File: src/rtl/clock_pkg.sv
// clock_pkg: shared state encoding and defaults for the slow-clock monitor
package clock_pkg;

    typedef enum logic [1:0] {
        IDLE   = 2'd0,
        ARMED  = 2'd1,
        LOCKED = 2'd2,
        LOST   = 2'd3
    } state_t;

    localparam int CNT_W_DEF   = 32;
    localparam int TIMEOUT_DEF = 2000000;

endpackage

File: src/rtl/clock_edge_monitor_sync_edge_detect.sv
// sync_edge_detect: synchronize an async level and produce rise/fall pulses
module sync_edge_detect #(
    parameter int SYNC_STAGES = 2
) (
    input  logic clk,
    input  logic rst,
    input  logic d,
    output logic rise,
    output logic tick_rise,
    output logic tick_fall
);

    logic [SYNC_STAGES-1:0] sync;
    logic                   prev;
    logic                   s;

    assign s    = sync[SYNC_STAGES-1];
    assign rise = s & ~prev;

    // shift the level through the synchronizer, keep last value, register edge pulses
    always_ff @(posedge clk or posedge rst) begin
        if (rst) begin
            sync      <= '0;
            prev      <= 1'b0;
            tick_rise <= 1'b0;
            tick_fall <= 1'b0;
        end else begin
            sync      <= {sync[SYNC_STAGES-2:0], d};
            prev      <= s;
            tick_rise <= rise;
            tick_fall <= ~s & prev;
        end
    end

endmodule

File: src/rtl/clock_edge_monitor.sv
// clock_edge_monitor: edge ticks, period measurement and lock/loss tracking of a slow clock
module clock_edge_monitor
    import clock_pkg::*;
#(
    parameter int SYNC_STAGES = 2,
    parameter int CNT_W       = CNT_W_DEF,
    parameter int TIMEOUT     = TIMEOUT_DEF
) (
    input  logic             clk,
    input  logic             rst,
    input  logic             clk_in,
    output logic             tick_rise,
    output logic             tick_fall,
    output logic [CNT_W-1:0] period,
    output logic             period_valid,
    output logic             locked,
    output logic             lost
);

    localparam logic [CNT_W-1:0] TO_LAST = CNT_W'(TIMEOUT - 1);

    state_t           state, state_d;
    logic [CNT_W-1:0] cnt;
    logic             rise;
    logic             timeout;
    logic             meas;

    sync_edge_detect #(.SYNC_STAGES(SYNC_STAGES)) u_sync (
        .clk       (clk),
        .rst       (rst),
        .d         (clk_in),
        .rise      (rise),
        .tick_rise (tick_rise),
        .tick_fall (tick_fall)
    );

    assign timeout = cnt == TO_LAST;
    assign meas    = rise && (state == ARMED || state == LOCKED);
    assign locked  = state == LOCKED;
    assign lost    = state == LOST;

    // a rise always wins over a coincident timeout; falls never move the state
    always_comb begin
        state_d = state;
        case (state)
            IDLE:    state_d = rise ? ARMED : IDLE;
            ARMED:   state_d = rise ? LOCKED : (timeout ? LOST : ARMED);
            LOCKED:  state_d = (timeout && !rise) ? LOST : LOCKED;
            LOST:    state_d = rise ? ARMED : LOST;
            default: state_d = IDLE;
        endcase
    end

    // interval counter restarts on each rise; period latched only when the interval is trusted
    always_ff @(posedge clk or posedge rst) begin
        if (rst) begin
            state        <= IDLE;
            cnt          <= '0;
            period       <= '0;
            period_valid <= 1'b0;
        end else begin
            state        <= state_d;
            cnt          <= rise ? '0 : (&cnt ? cnt : cnt + 1'b1);
            period       <= meas ? cnt + 1'b1 : period;
            period_valid <= meas;
        end
    end

endmodule
File: config.mk
export PLATFORM = sky130hd
export DESIGN_NAME = clock_edge_monitor
export DESIGN_NICKNAME = d
export VERILOG_FILES = /design/src/rtl/clock_pkg.sv /design/src/rtl/clock_edge_monitor_sync_edge_detect.sv /design/src/rtl/clock_edge_monitor.sv
export SDC_FILE = /design/constraint.sdc
export NUM_CORES = 1
export LEC_CHECK = 0
export ABC_AREA = 1
export BUFFER_PORTS_ARGS = -buffer_cell sky130_fd_sc_hd__buf_2
export CORE_MARGIN = 5
export CORE_UTILIZATION = 53
export DETAILED_ROUTE_END_ITERATION = 16
export PLACE_DENSITY_LB_ADDON = 0.2
export SLEW_MARGIN = 20
export SYNTH_ARGS = -nofsm -noshare
export SYNTH_HDL_FRONTEND = slang
export SYNTH_SLANG_ARGS = --single-unit
File: constraint.sdc
create_clock -name clk -period 2.1 [get_ports clk]
set_input_delay 0.42 -clock clk [delete_from_list [all_inputs] [get_ports clk]]
set_output_delay 0.42 -clock clk [all_outputs]
set_load 0.02 [all_outputs]
# [Word level (Yosys, flattened, before mapping)]
# Index checks and enable logic that the tools add are counted.
[op_classes] eq_ne=5 mux=8 add_sub_neg=1 n_bitwise=4 n_reduce_logical=6
[ops] cell="$mux 32" count=2
[ops] cell="$add 32x1->32 const B" count=1
[ops] cell="$eq 32x21->1 const B" count=1
[ops] cell="$reduce_and 32->1" count=1
[ops] cell="$pmux 2 s4" count=1
[ops] cell="$mux 2" count=3
[ops] cell="$eq 2x2->1 const B" count=2
[ops] cell="$and 1x1->1" count=2
[ops] cell="$eq 2x1->1 const B" count=1
[ops] cell="$logic_and 1x1->1" count=2
[ops] cell="$logic_not 2->1" count=1
[ops] cell="$mux 1" count=2
[ops] cell="$ne 2x1->1 const B" count=1
[ops] cell="$not 1->1" count=2
[ops] cell="$logic_not 1->1" count=1
[ops] cell="$logic_or 1x1->1" count=1
[word_totals] register_bits=72 input_bits=3 output_inout_bits=37 word_cells=32

# [Longest topological paths before layout]
# Gate-level depths: netlist of the first run.
[logic_depth] depth_word=6 ltp_mapped=9 ltp_nobuf=9

# [Cells and area by module]
# A second synthesis of the first run with hierarchy kept.
[hier_totals] cells_unflattened=464 hier_area_um2=3608.5
[by_module_without_submodules] mod="clock_edge_monitor" area_per_inst_um2=3464.6 instances=1 cells_per_inst=454 seq_area_each_um2=1676.6
[by_module_without_submodules] mod="sync_edge_detect" area_per_inst_um2=143.9 instances=1 cells_per_inst=10 seq_area_each_um2=125.1

# [Worst setup path after synthesis of the first run]
# No wires, ideal clock.
[synth_path] path_kind="register -> register" startpoint="register cnt[0]" endpoint="register cnt[30]" required_time_ps=1981 path_stages_with_launch=10 synth_period_minus_slack_ps=1531 t_arrival_ps=1412 path_slack_ps=569 setup_time_ps=119 n_path_buf=0 path_cell_list="dfrtp_1 -> ha_1 -> nand3_2 -> nor2_1 -> inv_1 -> nor2_1 -> nand2_1 -> xor2_1 -> nand2_1 -> nand2_1"
[synth_via] elab_chain_cells=3 elab_cells_between_ends=5 cone_classes="add/sub (1); eq/ne (1); mux (2); reduce/logical (1)"
[synth_rtl] item="start: declaration" line_no="clock_edge_monitor.sv:23" source="logic [CNT_W-1:0] cnt;"
[synth_rtl] item="start signal: assignment" line_no="clock_edge_monitor.sv:63" source="cnt <= rise ? '0 : (&cnt ? cnt : cnt + 1'b1);"
[synth_rtl] item="$add 32x1->32" line_no="clock_edge_monitor.sv:63"
[synth_rtl] item="$mux 32 (2 in a row)" line_no="clock_edge_monitor.sv:63"
# Several ways; a longest one is shown, not always the timed one. The select of a mux whose other input is x is not followed.
# A chain may end at the register's enable or synchronous reset.

# [Final worst setup path of the first run]
[layout_path] startpoint="register cnt[1]" endpoint="register cnt[13]"
# The elaborated chain is that of the path after synthesis.

==> impl_metrics.yaml, run 1 <==
status:
  run_status: "finished, final reports clean"
synth:
  syn_inst: 465
  synth_fp_nets: 473
  count_of_flip_flops_with_a_built_in_enable_after_synthesis: 0
  synth-seq-cells: 72
  synth_seq_area_share: 0.501
  synth.lib_cells_used.distinct: 25
  yosysWarnings: 0
  asyncSetResetFlopFracSynth: 1.00
  synth_top_area_cell: "dfrtp_1"
  synthTopCellsByArea: "dfrtp_1 (50%), nand2_1 (18%), inv_1 (4.9%), nor2_1 (4.9%), o21ai_0 (4.3%)"
  ys_top_cells_by_count: "nand2_1 (171), dfrtp_1 (72), inv_1 (47), nor2_1 (47), o21ai_0 (31)"
  synthDominantCellAreaShare: 0.501
  yosys.cell_count.top_type: "nand2_1"
  syn_avg_cell_area_um2: 7.73
  dominantRegCellSynth: "dfrtp_1"
  synth_area_um2: 3590
sta:
  period_share: 0.889
  worst_slack_ps: 233
  setup_viol: 0
  timing.clock.skew_ps: 14.1
  clock.fmax_ghz: 0.536
  worst_slew_margin_rel: 0.599
  tightest_slew_ps: 600
  slew_violations: 0
  timing.setup.tns_ps: 0
  finalHoldViolCount: 0
  min_tclk_post_route_ps: 1870
  grt_setup_unrepaired: "false"
routing:
  detail-route-antenna-nets: 0
  wirelength_um: 8770
  wire_per_inst_um: 14.7
  routed-via-count: 3038
  firstDrtPassIters: 5
  drt_drc_violations_left: 0
  viasPerCell: 5.11
  dr.first_iter.drc_count: 177
power:
  cellLeakagePower_nw: 2.08
  report.power.total_w: 0.00312
  vdd.ir_drop.worst_mv: 0.575
  p_per_area_nw_per_um2: 761
critical_path:
  cp_top_family: "simple AND/OR/NAND/NOR gates"
  path_class: "register to register"
  critical_path_required_ps: 2370
  critPathArrivalTime_ps: 2130
  startpoint_type: "register"
  crit_path_max_incr_delay_ps: 390
  cpMaxStageDelayCell: "dfrtp_1"
  worstPathBufferInverterCount: 2
  crit_path_cell_trace: "ha_1 > nand3_2 > inv_1 > nand2_2 > nor2_4 > nand3_4 > buf_4 > o21ai_0"
  end_kind: "register"
  path_max_fanout: 17
clock_network:
  postCtsHoldBufs: 0
  cts.repair_timing.setup_buffer_count: 0
  ctsLongestPathBuffers: 2
  clk_root_buffer_cell: "clkbuf_8"
  cts_resized: 0
  cts.reportedPaths.clkPinSlew_ps: 80
  cts_inserted_buffers: 9
  tritoncts_clock_tree: "done"
  clock_sinks: 72
  clk_latency_ps: 360
  htreeDepth: 3
placement:
  place_area_um2: 3900
  routabilityCongestion: 0.905
  hpwlAfterDp_um: 6590
  place.detailed.instances: 580
  detailedPlace.worstSlack_ps: 114
  io_buffers: 39
global_routing:
  grt_max_degree: 35
  first_global_vias: 2993
  grt_total_usage: 0.227
  grt_antenna_before_repair: 0
  wire_length_of_the_first_global_routing_pass_um: 14900
  grt.overflow.total: 0
die:
  effective_utilization_at_floorplan: 0.538
  fp.coreArea_um2: 6680
  placement_rows: 30
  num_io_pins: 40
  die_extent_in_y_um: 92.3
  dieWidth_um: 92.3
  floorplan.die_area_um2: 8530
flow_run:
  maxCapViolations: 0
min_path:
  timing.hold.worst.class: "input port to async pin"
cells_and_area:
  fin_area_um2: 4100
  multi_input_area_um2: 1550
  fillCellCount: 610
  num-nets-final: 519
  drive_gt1_frac: 0.140
  final-seq-area_um2: 1800
  instances_no_fill: 595
  n_antenna_cell: 0
  area_growth_pct: 14.0
==> placed cells by master, fill, tap and decap left out, types with 3 or more instances in the layout <==
cell      count
ha_1          5
o21ai_0      31
a21oi_1       3
buf_4         7
xor2_1       17
buf_2        39
dfrtp_1      72
nand3_1      26
nor3_1       11
nand4_1       6
clkbuf_8     10
nand2_1     171
nor2_1       46
inv_1        46
nor4_1        3
==> worst paths after layout <==
check | start | to | slack [ps] | cells after the start
worst max-delay path | cnt[1]$_DFFE_PP0P_ | cnt[13]$_DFFE_PP0P_ | 230 | 8
worst min-delay path | rst | period[8]$_DFFE_PP0P_ | 130 | 2
worst max register to register | cnt[1]$_DFFE_PP0P_ | cnt[13]$_DFFE_PP0P_ | 230 | 8
worst min register to register | u_sync.sync[0]$_DFF_PP0_ | u_sync.sync[1]$_DFF_PP0_ | 370 | 0
max in group asynchronous | rst | period[1]$_DFFE_PP0P_ | 1350 | 3
min in group clk | clk_in | u_sync.sync[0]$_DFF_PP0_ | 170 | 1
==> power breakdown <==
group / leakage, nW / internal (W) / switching, W / total [W]
Clock: 0.0925 / 0.000574 / 0.000507 / 0.00108
Combinational: 1.00 / 0.000155 / 0.000350 / 0.000505
Sequential: 0.985 / 0.00147 / 0.0000600 / 0.00153
Total: 2.08 / 0.00220 / 0.000917 / 0.00312
==> routing by layer <==
metal	routed length, um	global-route usage
met3	351	0.0366
met5	0	0
met1	4170	0.317
met2	4040	0.353
met4	213	0.0928
==> cells by family (layout without fill, tap and decap cells) <==
| kind of cell | Yosys count | count (layout) | synth area share |
|---|---|---|---|
| buf+inv | 61 | 111 | 0.0693 |
| fa+ha+maj | 5 | 5 | 0.0174 |
| compound gates | 37 | 37 | 0.0543 |
| xor+xnor | 18 | 18 | 0.0439 |
| flops | 72 | 72 | 0.501 |
| simple gates | 272 | 272 | 0.314 |
==> cell type report <==
class                           count  share of cell area
Timing Repair Buffer               47              0.0653
Clock inverter                      3              0.0104
Sequential cell                    72               0.440
Tap cell                           80              0.0244
Clock buffer                       12              0.0354
Inverter                           49              0.0458
Multi-Input combinational cell    332               0.379
==> state kept, by name, indices dropped and copies added (netlist names) <==
register          count
u_sync.sync           2
state                 2
u_sync.tick_rise      1
period_valid          1
u_sync.prev           1
u_sync.tick_fall      1
period               32
cnt                  32
==> stage by stage <==
step                hold WS, ps  utilization
global placement            340        0.584
finish                      127        0.613
floorplan                   331            -
CTS                         140        0.612
detailed placement          336        0.584
global route                162        0.613
==> worst register-to-register path: stages (launching register included) <==
cell     delay, ps
dfrtp_1        390
ha_1           250
nand3_2        150
inv_1          120
nand2_2        110
nor2_4         170
nand3_4        210
buf_4          280
o21ai_0        110
(Power assumes the default switching activity.)
==> run 2, diff against run 1 <==
- BUFFER_PORTS_ARGS: -buffer_cell sky130_fd_sc_hd__buf_2 -> -buffer_cell sky130_fd_sc_hd__buf_4
==> impl_metrics.yaml, run 2 (synthesis results as in run 1) <==
status:
  run_status: "finished, final reports clean"
sta:
  tightest_slew_ps: 502
  finalHoldViolCount: 0
  min_tclk_post_route_ps: 1840
  worst_slew_margin_rel: 0.663
  slew_violations: 0
  worst_slack_ps: 257
  timing.setup.tns_ps: 0
  grt_setup_unrepaired: "false"
  clock.fmax_ghz: 0.543
  period_share: 0.877
  timing.clock.skew_ps: 11.8
  setup_viol: 0
critical_path:
  path_class: "register to register"
  cpMaxStageDelayCell: "dfrtp_1"
  critPathArrivalTime_ps: 2070
  crit_path_max_incr_delay_ps: 420
  r2r_setup_slack_ps: 260
  crit_path_cell_trace: "ha_1 > nand3_2 > nor2_1 > inv_1 > nor2_1 > xor2_1 > o21ai_0"
  cpMostUsedCell: "nor2_1"
  r2r_end: "period[14]$_DFFE_PP0P_"
  reg2reg_depth: 7
  path_max_fanout: 5
  critical_path.reg2reg.startpoint: "cnt[0]$_DFFE_PP0P_"
  cp_top_family: "simple AND/OR/NAND/NOR gates"
  critical_path_required_ps: 2320
  end_kind: "register"
  worstPathBufferInverterCount: 1
  startpoint_type: "register"
die:
  effective_utilization_at_floorplan: 0.538
  num_io_pins: 40
  placement_rows: 30
  die_extent_in_y_um: 92.3
  floorplan.die_area_um2: 8530
  dieWidth_um: 92.3
  fp.coreArea_um2: 6680
placement:
  place.detailed.instances: 583
  detailedPlace.worstSlack_ps: 276
  io_buffers: 39
  routabilityCongestion: 0.956
  hpwlAfterDp_um: 6720
min_path:
  hold_path_depth: 1
  whs_endpoint: "u_sync.sync[0]$_DFF_PP0_"
  hold_path.startpoint: "clk_in"
  timing.hold.worst.class: "input port to register"
clock_network:
  clk_latency_ps: 350
  cts_inserted_buffers: 9
  ctsLongestPathBuffers: 2
  htreeDepth: 3
  clock_sinks: 72
  clk_root_buffer_cell: "clkbuf_8"
  cts_resized: 0
  tritoncts_clock_tree: "done"
  cts.reportedPaths.clkPinSlew_ps: 80
routing:
  dr.first_iter.drc_count: 156
  detail-route-antenna-nets: 0
  routed-wl-met2_um: 3930
  wirelength_um: 8630
  viasPerCell: 5.08
  wl_met1_um: 4140
  routed-via-count: 3045
  firstDrtPassIters: 4
  wire_per_inst_um: 14.4
  route.top_layer_used: "met4"
  detailroute.wirelength.met3_um: 349
  drt_drc_violations_left: 0
cells_and_area:
  finish.utilization: 0.627
  num-nets-final: 523
  registers_with_the_most_flip_flops: "cnt: 32 flops, period: 32 flops"
  n_antenna_cell: 0
  instances_no_fill: 600
  layout.cells.most_common: "nand2_1"
  area_growth_pct: 16.6
  final_cell_mix: "nand2_1 (171), dfrtp_1 (72), buf_4 (50)"
  fillCellCount: 645
  drive_gt1_frac: 0.146
global_routing:
  wire_length_of_the_first_global_routing_pass_um: 14800
  first_global_vias: 2993
  grt_antenna_before_repair: 0
  grt.overflow.total: 0
  grt_total_usage: 0.225
  grt_max_degree: 35
flow_run:
  maxCapViolations: 0
power:
  vdd.ir_drop.worst_mv: 0.527
  p_per_area_nw_per_um2: 722
  cellLeakagePower_nw: 2.09
-- run 2: changes by cell type in the layout (fill, tap and decap cells not counted), sizes merged --
cell | before | now
buf | 47 | 50
clkbuf | 12 | 11
dlygate4sd3 | 0 | 1
clkinvlp | 2 | 1
clkinv | 2 | 6
bufinv | 1 | 0
-- run 2: how the worst max path moves through the flow --
stage,startpoint,end,slack [ps],cells after the start
final,cnt[0]$_DFFE_PP0P_,period[14]$_DFFE_PP0P_,260,7
after detailed placement,cnt[0]$_DFFE_PP0P_,cnt[8]$_DFFE_PP0P_,280,8
after global placement,cnt[0]$_DFFE_PP0P_,cnt[1]$_DFFE_PP0P_,350,8
after CTS,cnt[0]$_DFFE_PP0P_,period[14]$_DFFE_PP0P_,280,7
after global routing,cnt[0]$_DFFE_PP0P_,period[14]$_DFFE_PP0P_,70,7
after floorplan,cnt[0]$_DFFE_PP0P_,cnt[30]$_DFFE_PP0P_,570,9
-- run 2: power by group --
part           switching (W)  internal, W  leakage (nW)
Sequential         0.0000637      0.00147         0.985
Clock               0.000508     0.000459        0.0930
Combinational       0.000339     0.000181          1.01
-- run 2: final cells by class --
type                    count  area, um2  share of cell area
clock buffers              11        141              0.0337
clock inverters             5       32.5             0.00776
inverters                  49        188              0.0448
multi-input cells         332       1540               0.368
flip-flops and latches     72       1800               0.430
well taps                  80        100              0.0239
repair buffers             51        385              0.0919
-- run 2: layer usage --
metal  global-route usage  vias up
li1                     -     1552
met1                0.316     1426
met2                0.338       50
met3               0.0382       17
met4                0.108        0
met5                    0        -
-- run 2: metrics by stage --
| stage | hold slack [ps] | area, um2 | total power, W |
|---|---|---|---|
| floorplan | 331 | 3600 | 0.00190 |
| global placement | 342 | 4010 | 0.00207 |
| detailed placement | 340 | 4010 | 0.00209 |
| CTS | 156 | 4190 | 0.00306 |
| global route | 150 | 4190 | 0.00320 |
| finish | 168 | 4190 | 0.00302 |
-- run 2: timing repair --
item,in CTS,in global routing
buffers inserted,0,0
hold endpoints to repair,8,0
hold buffers,1,0
endpoints found under the setup margin,0,0
